### src/rtl/regfile_pkg.sv
// Shared widths, special register indices and address/data typedefs for the
// RV32I register file with scoreboard.
package regfile_pkg;
  localparam int XLEN       = 32;
  localparam int REG_ADDR_W = 5;
  localparam int REG_ZERO   = 0;
  localparam int REG_A0     = 10;

  typedef logic [REG_ADDR_W-1:0] reg_addr_t;
  typedef logic [XLEN-1:0]       xlen_t;
endpackage

### src/rtl/regfile_scoreboard.sv
// Pending-bit scoreboard: tracks in-flight destination registers and flags
// RAW/WAW hazards for the instruction presented at issue.
module regfile_scoreboard
  import regfile_pkg::*;
#(
  parameter int ADDR_WIDTH = REG_ADDR_W
) (
  input  logic                  clk,
  input  logic                  rst,
  input  logic [ADDR_WIDTH-1:0] rs1_addr,
  input  logic [ADDR_WIDTH-1:0] rs2_addr,
  input  logic                  issue_en,
  input  logic [ADDR_WIDTH-1:0] issue_addr,
  input  logic                  wb_en,
  input  logic [ADDR_WIDTH-1:0] wb_addr,
  output logic                  rs1_busy,
  output logic                  rs2_busy,
  output logic                  stall,
  output logic [ADDR_WIDTH:0]   pending_cnt
);
  localparam int NUM_REGS = 2 ** ADDR_WIDTH;

  logic [NUM_REGS-1:0] pending;
  logic rs1_hit, rs2_hit, issue_hit, dest_busy;
  logic set, clr, inc, dec;

  // A writeback landing this cycle resolves the matching pending bit early.
  assign rs1_hit   = wb_en && (wb_addr == rs1_addr) && (rs1_addr != '0);
  assign rs2_hit   = wb_en && (wb_addr == rs2_addr) && (rs2_addr != '0);
  assign issue_hit = wb_en && (wb_addr == issue_addr) && (issue_addr != '0);

  assign rs1_busy  = pending[rs1_addr] && !rs1_hit;
  assign rs2_busy  = pending[rs2_addr] && !rs2_hit;
  assign dest_busy = (issue_addr != '0) && pending[issue_addr] && !issue_hit;

  // Issue handshake: issue_en is valid, !stall is ready; the instruction is
  // taken on a cycle where issue_en && !stall, and must hold otherwise.
  assign stall = !rst && issue_en && (rs1_busy || rs2_busy || dest_busy);
  assign set   = !rst && issue_en && !stall && (issue_addr != '0);
  assign clr   = wb_en && (wb_addr != '0);

  // Count deltas follow the actual bit transitions so pending_cnt stays the popcount.
  assign inc = set && !pending[issue_addr];
  assign dec = clr && pending[wb_addr] && !(set && (issue_addr == wb_addr));

  always_ff @(posedge clk or posedge rst) begin
    if (rst) begin
      pending     <= '0;
      pending_cnt <= '0;
    end else begin
      if (clr) pending[wb_addr] <= 1'b0;
      if (set) pending[issue_addr] <= 1'b1;
      pending_cnt <= pending_cnt + {{ADDR_WIDTH{1'b0}}, inc} - {{ADDR_WIDTH{1'b0}}, dec};
    end
  end
endmodule

### src/rtl/regfile_sb.sv
// Register file with x0 hardwired to zero, write-to-read bypass, a registered
// a0 mirror, and the pending-bit scoreboard for issue hazards.
module regfile_sb
  import regfile_pkg::*;
#(
  parameter int DATA_WIDTH = XLEN,
  parameter int ADDR_WIDTH = REG_ADDR_W,
  parameter int A0_IDX     = REG_A0
) (
  input  logic                  clk,
  input  logic                  rst,
  input  logic [ADDR_WIDTH-1:0] rs1_addr,
  input  logic [ADDR_WIDTH-1:0] rs2_addr,
  output logic [DATA_WIDTH-1:0] rs1_data,
  output logic [DATA_WIDTH-1:0] rs2_data,
  input  logic                  wb_en,
  input  logic [ADDR_WIDTH-1:0] wb_addr,
  input  logic [DATA_WIDTH-1:0] wb_data,
  input  logic                  issue_en,
  input  logic [ADDR_WIDTH-1:0] issue_addr,
  output logic                  rs1_busy,
  output logic                  rs2_busy,
  output logic                  stall,
  output logic [ADDR_WIDTH:0]   pending_cnt,
  output logic [DATA_WIDTH-1:0] a0
);
  localparam int NUM_REGS = 2 ** ADDR_WIDTH;
  localparam logic [ADDR_WIDTH-1:0] A0_SEL = ADDR_WIDTH'(A0_IDX);

  logic [DATA_WIDTH-1:0] regs [NUM_REGS];

  always_ff @(posedge clk or posedge rst) begin
    if (rst) begin
      for (int i = 0; i < NUM_REGS; i++) regs[i] <= '0;
    end else if (wb_en && (wb_addr != '0)) begin
      regs[wb_addr] <= wb_data;
    end
  end

  always_comb begin
    rs1_data = regs[rs1_addr];
    if (rs1_addr == '0) rs1_data = '0;
    else if (wb_en && (wb_addr == rs1_addr)) rs1_data = wb_data;
  end

  always_comb begin
    rs2_data = regs[rs2_addr];
    if (rs2_addr == '0) rs2_data = '0;
    else if (wb_en && (wb_addr == rs2_addr)) rs2_data = wb_data;
  end

  // Mirror is the stored value only; a same-cycle writeback shows up next cycle.
  assign a0 = regs[A0_SEL];

  regfile_scoreboard #(
    .ADDR_WIDTH(ADDR_WIDTH)
  ) u_scoreboard (
    .clk        (clk),
    .rst        (rst),
    .rs1_addr   (rs1_addr),
    .rs2_addr   (rs2_addr),
    .issue_en   (issue_en),
    .issue_addr (issue_addr),
    .wb_en      (wb_en),
    .wb_addr    (wb_addr),
    .rs1_busy   (rs1_busy),
    .rs2_busy   (rs2_busy),
    .stall      (stall),
    .pending_cnt(pending_cnt)
  );
endmodule

### config.mk
export PLATFORM = sky130hd
export DESIGN_NAME = regfile_sb
export DESIGN_NICKNAME = d
export VERILOG_FILES = /design/src/rtl/regfile_pkg.sv /design/src/rtl/regfile_scoreboard.sv /design/src/rtl/regfile_sb.sv
export SDC_FILE = /design/constraint.sdc
export NUM_CORES = 2
export LEC_CHECK = 0
export ABC_AREA = 1
export ABC_CLOCK_PERIOD_IN_PS = 87800
export CORE_ASPECT_RATIO = 1.25
export CORE_MARGIN = 2
export CORE_UTILIZATION = 60
export DETAILED_ROUTE_END_ITERATION = 8
export PLACE_DENSITY = 0.78
export SYNTH_ARGS = -nofsm -noshare
export SYNTH_HDL_FRONTEND = slang
export SYNTH_SLANG_ARGS = --single-unit
### constraint.sdc
create_clock -name clk -period 87.8 [get_ports clk]
set_input_delay 17.56 -clock clk [delete_from_list [all_inputs] [get_ports clk]]
set_output_delay 17.56 -clock clk [all_outputs]
set_load 0.01 [all_outputs]
Word level (Yosys, flattened, before mapping)
Index checks and enable logic that the tools add are counted.
- bitwise operators: 6
- reductions and logical operators: 37
- eq/ne operators: 4
- add/sub/neg operators: 2
- muxes and demuxes: 27
- magnitude comparators: 10
- operators with widths (kind ; count):
    bitwise mux 1024 bit ; 1
    2-to-1 mux 32 bit ; 11
    binary-select mux 32 bit (select 5 bit) ; 2
    demux 32 bit (select 5 bit) ; 1
    bitwise AND 32 bit ; 1
    NOT 32 bit ; 1
    bitwise OR 32 bit ; 1
    less-than comparator 5 x 6 -> 1 bit, second input constant ; 4
    logical AND 1 bit ; 22
    binary-select mux 1 bit (select 5 bit) ; 4
    == test 5 bit ; 4
    nonzero test 5 bit ; 4
    greater-or-equal comparator 6 bit, second input constant ; 3
    NOT 5 -> 6 bit ; 3
    demux 1 bit (select 5 bit) ; 2
    greater-or-equal comparator 5 x 1 -> 1 bit, second input constant ; 2
    zero test 5 bit ; 2
    zero test 1 bit ; 7
    adder 6 x 1 -> 6 bit ; 1
    less-than comparator 6 x 1 -> 1 bit, second input constant ; 1
    2-to-1 mux 1 bit ; 6
    subtractor 6 x 1 -> 6 bit ; 1
    logical OR 1 bit ; 2
- word-level logic and storage cells: 120
- flip-flop bits (word level): 1062
- output and inout bits: 105

Depth between registers and ports, before layout
- word-level depth: 15
- mapped depth: 26
- gate-level depth less buffers: 23

By module
A second synthesis with hierarchy kept.
- cell total of the unflattened synthesis: 9416
- area, all modules: 63258.2 um^2
- by module, submodules not included (module ; area each (um^2) ; cells each ; instances ; seq. area each (um^2)):
    regfile_sb ; 59754.8 ; 8884 ; 1 ; 25624.6
    regfile_scoreboard ; 3503.4 ; 532 ; 1 ; 950.9

Worst setup path after synthesis
No wires, ideal clock.
- path kind: input port to output port
- start: input port rst
- end: output port stall
- setup slack: 29.712 ns
- data arrival time: 40.528 ns
- required time: 70.240 ns
- stages: 3
- path through: inv_1 nand3_1 inv_1
- cells in the longest elaborated chain, start to end: 3
- ends and longest elaborated chain (element ; line ; text):
    start: declaration ; regfile_sb.sv:11 ; input logic rst,
    zero test 1 bit ; regfile_scoreboard.sv:38 ; assign stall = !rst && issue_en && (rs1_busy || rs2_busy || dest_busy);
    logical AND 1 bit (2 in a row) ; regfile_scoreboard.sv:38 ;
    end: declaration ; regfile_sb.sv:23 ; output logic stall,
No other way between the ends.

Worst setup path after layout
- start: input port rs1_addr[1]
- end: output port rs1_data[13]
- cells in the longest elaborated chain, start to end: 6
- elaborated cells on any way between the ends: 9
- ends and longest elaborated chain (element ; line ; text):
    start: declaration ; regfile_sb.sv:12 ; input logic [ADDR_WIDTH-1:0] rs1_addr,
    NOT 5 -> 6 bit (implied by the code) ; regfile_sb.sv:41 ; rs1_data = regs[rs1_addr];
    binary-select mux 32 bit (select 5 bit) ; regfile_sb.sv:41 ;
    2-to-1 mux 32 bit (implied by the code) (2 in a row) ; regfile_sb.sv:41 ;
    2-to-1 mux 32 bit ; regfile_sb.sv:43 ; else if (wb_en && (wb_addr == rs1_addr)) rs1_data = wb_data;
    2-to-1 mux 32 bit (*) ; regfile_sb.sv:42 ; if (rs1_addr == '0) rs1_data = '0;
    end: declaration ; regfile_sb.sv:14 ; output logic [DATA_WIDTH-1:0] rs1_data,
Mark *: on every way between the ends. The rest lies on a longest branch, timed or not. The select of a mux whose other input is x is not followed.

==> metrics <==
Worst path most repeated cell=buf_4; status=finished with violations; router iterations before antenna repair=9; Least-Margin Pin Slew=around 1.3 ns; die area=between 100000 and 150000 µm²; asr flop ratio synth=1.00; Via density=6.69; FP Rows=129; min Tclk post-route=between 40 and 50 ns; Synth-to-Final Area Change=7.02%; maximum VDD drop=20.3 µV; number of synthesized flops with an enable pin=0; hold path cells=0; WL/cell=around 25 µm; type of origin of the critical path=primary input; Worst Skew=0.0113 ns; FF-to-FF End=u_scoreboard.pending_cnt[4]; Die Y=356 µm; max cap viols=0; predominant post-synthesis flop cell=dfrtp_1; PD cells=22.7 nW/µm²; Synth Area in XOR/XNOR=0.00147; clk slew on worst S/H paths=0.06 ns; buffer depth of the longest clock path=3; global-route wire length before repair=337000 µm; post-synthesis register bit count=1062; CP Capture Type=output pin; initial antenna violation count=13; total CTS buffers=107; Post-Syn Area=59500 µm²; worst r2r src=u_scoreboard.pending[21]; Antenna Nets Post-Route=0; most frequent cells after synthesis=o21ai_0 (1822), nand2_1 (1392), dfrtp_1 (1062); min-delay worst type=register to register; Synth Area in Compound Gates=0.273; Distinct cells, synth=36; Critical Path RT=70.24 ns; most frequent cell after synthesis=o21ai_0; drt total wl=about 230000 µm; synth warn=0; static leakage=about 28 nW; core area=98600 µm²; GRT Total Usage=0.435; Via Count=59600; Post-CTS Setup Repair Bufs=0; DRC viols=2; HP Start=regs[997]; cts-stage hold buffer count=0; Avg Inst Size Synth=7.44 µm²; later-pin clock latency in the skew report=0.72 ns; critical path fanouts, max=130; nets@finish=7565; endpoints failing hold=0; Syn Nets=8053; leading area contributor after synthesis=dfrtp_1; post-route clock period utilization=0.461; Worst R2R Path Depth=17; Yosys top cell area share=0.447; Arr. time, crit path=around 23 ns; RSZ-0062 raised after global routing=no; setup_tns=0 ns; PortBufs=160; simple-gate share of the synthesized area=0.176; GRT overflow=0; # IOs=161; H-tree levels=3; Synth Area in Adders=0.00160; internal reg-to-reg setup slack=83.79 ns; CP max stage cell=buf_4; die width=around 290 µm; FMAX=24.7 MHz; worst setup path category=primary input to output pin; Finish-stage setup viols=0; CTS Root Cell=clkbuf_16; largest cells by area after synthesis=dfrtp_1 (45%), o21ai_0 (15%), nand2_1 (8.8%); # resized after CTS=0; Max Slew Vio Count=0; dpl hpwl=118000 µm; CTS sink count=1062; hold endpoint=regs[997]; TritonCTS clock tree=yes; Placed Area=about 60000 µm²; synthesized instance count=7990; failing checks=DRC; worst path cell trace=buf_8 > buf_4 > buf_4 > buf_4 > o21ai_0 > a21oi_1 > o211ai_1 > nand3_1 > nand4_1 > o21ai_1 > clkdlybuf4s50_1; main combinational cell family by area after synthesis=compound AO/OA/AOI/OAI gates; GPL Wtd Cong=0.943; fraction of layout cells with a size suffix above 1=0.0518; slew margin rel.=0.162; post-synthesis sequential area ratio=0.447; CP peak stage delay=between 0.8 and 0.9 ns; cell area after layout=63700 µm²; vias in the first global route=55500; mux contribution to synthesized area=0; DR iter-0 viols=9617; Initial Util=0.603; largest net degree at the start of global routing=approximately 240
==> per-layer routing <==
layer,up-vias,global-route usage,share of wire
met4,10,0.296,0.076
met2,4569,0.648,0.43
met5,-,0,0.00020
met3,1179,0.136,0.15
li1,26200,-,-
met1,27700,0.544,0.35
==> worst max-delay path, delay by kind of cell <==
kind                   cells  cell delay, ns
buffers and inverters      5            3.91
AOI/OAI and AO/OA          4            0.87
and+or+nand+nor            2            0.31
==> placed cells by master, fill, tap and decap left out, types with 12 or more instances in the layout <==
cell,Yosys,layout
nor2_1,222,222
buf_4,53,87
clkinv_2,0,23
o211ai_1,327,327
o221ai_1,48,48
dfrtp_1,1062,1062
nand4_1,67,67
clkbuf_8,0,33
inv_2,16,15
o21ai_0,1822,1822
nand2_1,1392,1371
inv_1,567,562
diode_2,0,13
clkbuf_1,456,14
clkbuf_16,0,110
o22ai_1,12,12
a21oi_1,714,714
nand3_1,731,727
nand2_2,5,24
o21ai_1,68,68
clkdlybuf4s50_1,0,150
o21ai_2,28,28
==> worst max-delay path by stage <==
stage	startpoint	endpoint	slack (ns)	cells past startpoint
finish	rs1_addr[1]	rs1_data[13]	47.35	11
global route	rs1_addr[1]	rs1_data[13]	47.35	11
CTS	rs1_addr[1]	rs1_data[13]	47.71	11
detailed placement	rs1_addr[1]	rs1_data[13]	47.71	11
global placement	rs1_addr[1]	rs1_data[13]	47.74	11
floorplan	rst	stall	29.71	3
==> sequential cells by signal, summed over array words and instances, names as in the netlist <==
name and count:
regs 992, u_scoreboard.pending_cnt 6, a0 32, u_scoreboard.pending 32
==> cell type report <==
| class | instances | area (µm²) |
|---|---|---|
| multi-input combinational | 5493 | 27000 |
| tap | 1310 | 1640 |
| sequential | 1062 | 26600 |
| clock inverter | 39 | 517 |
| inverter | 587 | 2240 |
| clock buffer | 157 | 3260 |
| fill | 8535 | 35000 |
| timing repair buffer | 251 | 2370 |
| antenna | 13 | 32.5 |
==> through the flow <==
| step | power [mW] | hold WS [ns] | cells | utilization | setup slack [ns] |
|---|---|---|---|---|---|
| 2_1_floorplan | 0.853 | 0.429 | 7990 | - | 29.71 |
| 3_3_place_gp | 0.929 | 0.366 | 8703 | 0.607 | 47.74 |
| 3_5_place_dp | 0.942 | 0.380 | 8703 | 0.607 | 47.71 |
| 4_1_cts | 1.43 | 0.393 | 8899 | 0.645 | 47.71 |
| 5_1_grt | 1.51 | 0.404 | 8900 | 0.645 | 47.35 |
| 6_report | 1.44 | 0.393 | 8912 | 0.645 | 47.35 |
==> report_power, final <==
| group | switching, mW | internal (mW) |
|---|---|---|
| Combinational | 0.195 | 0.107 |
| Clock | 0.207 | 0.289 |
| Sequential | 0.0604 | 0.584 |
| Total | 0.462 | 0.980 |
==> kinds of logic after synthesis <==
| family | after synthesis |
|---|---|
| fa+ha+maj | 7 |
| buf+inv | 1435 |
| compound gates | 3023 |
| flops | 1062 |
| simple gates | 2453 |
| xor+xnor | 10 |
No activity file was read; power rests on OpenSTA's default activity.
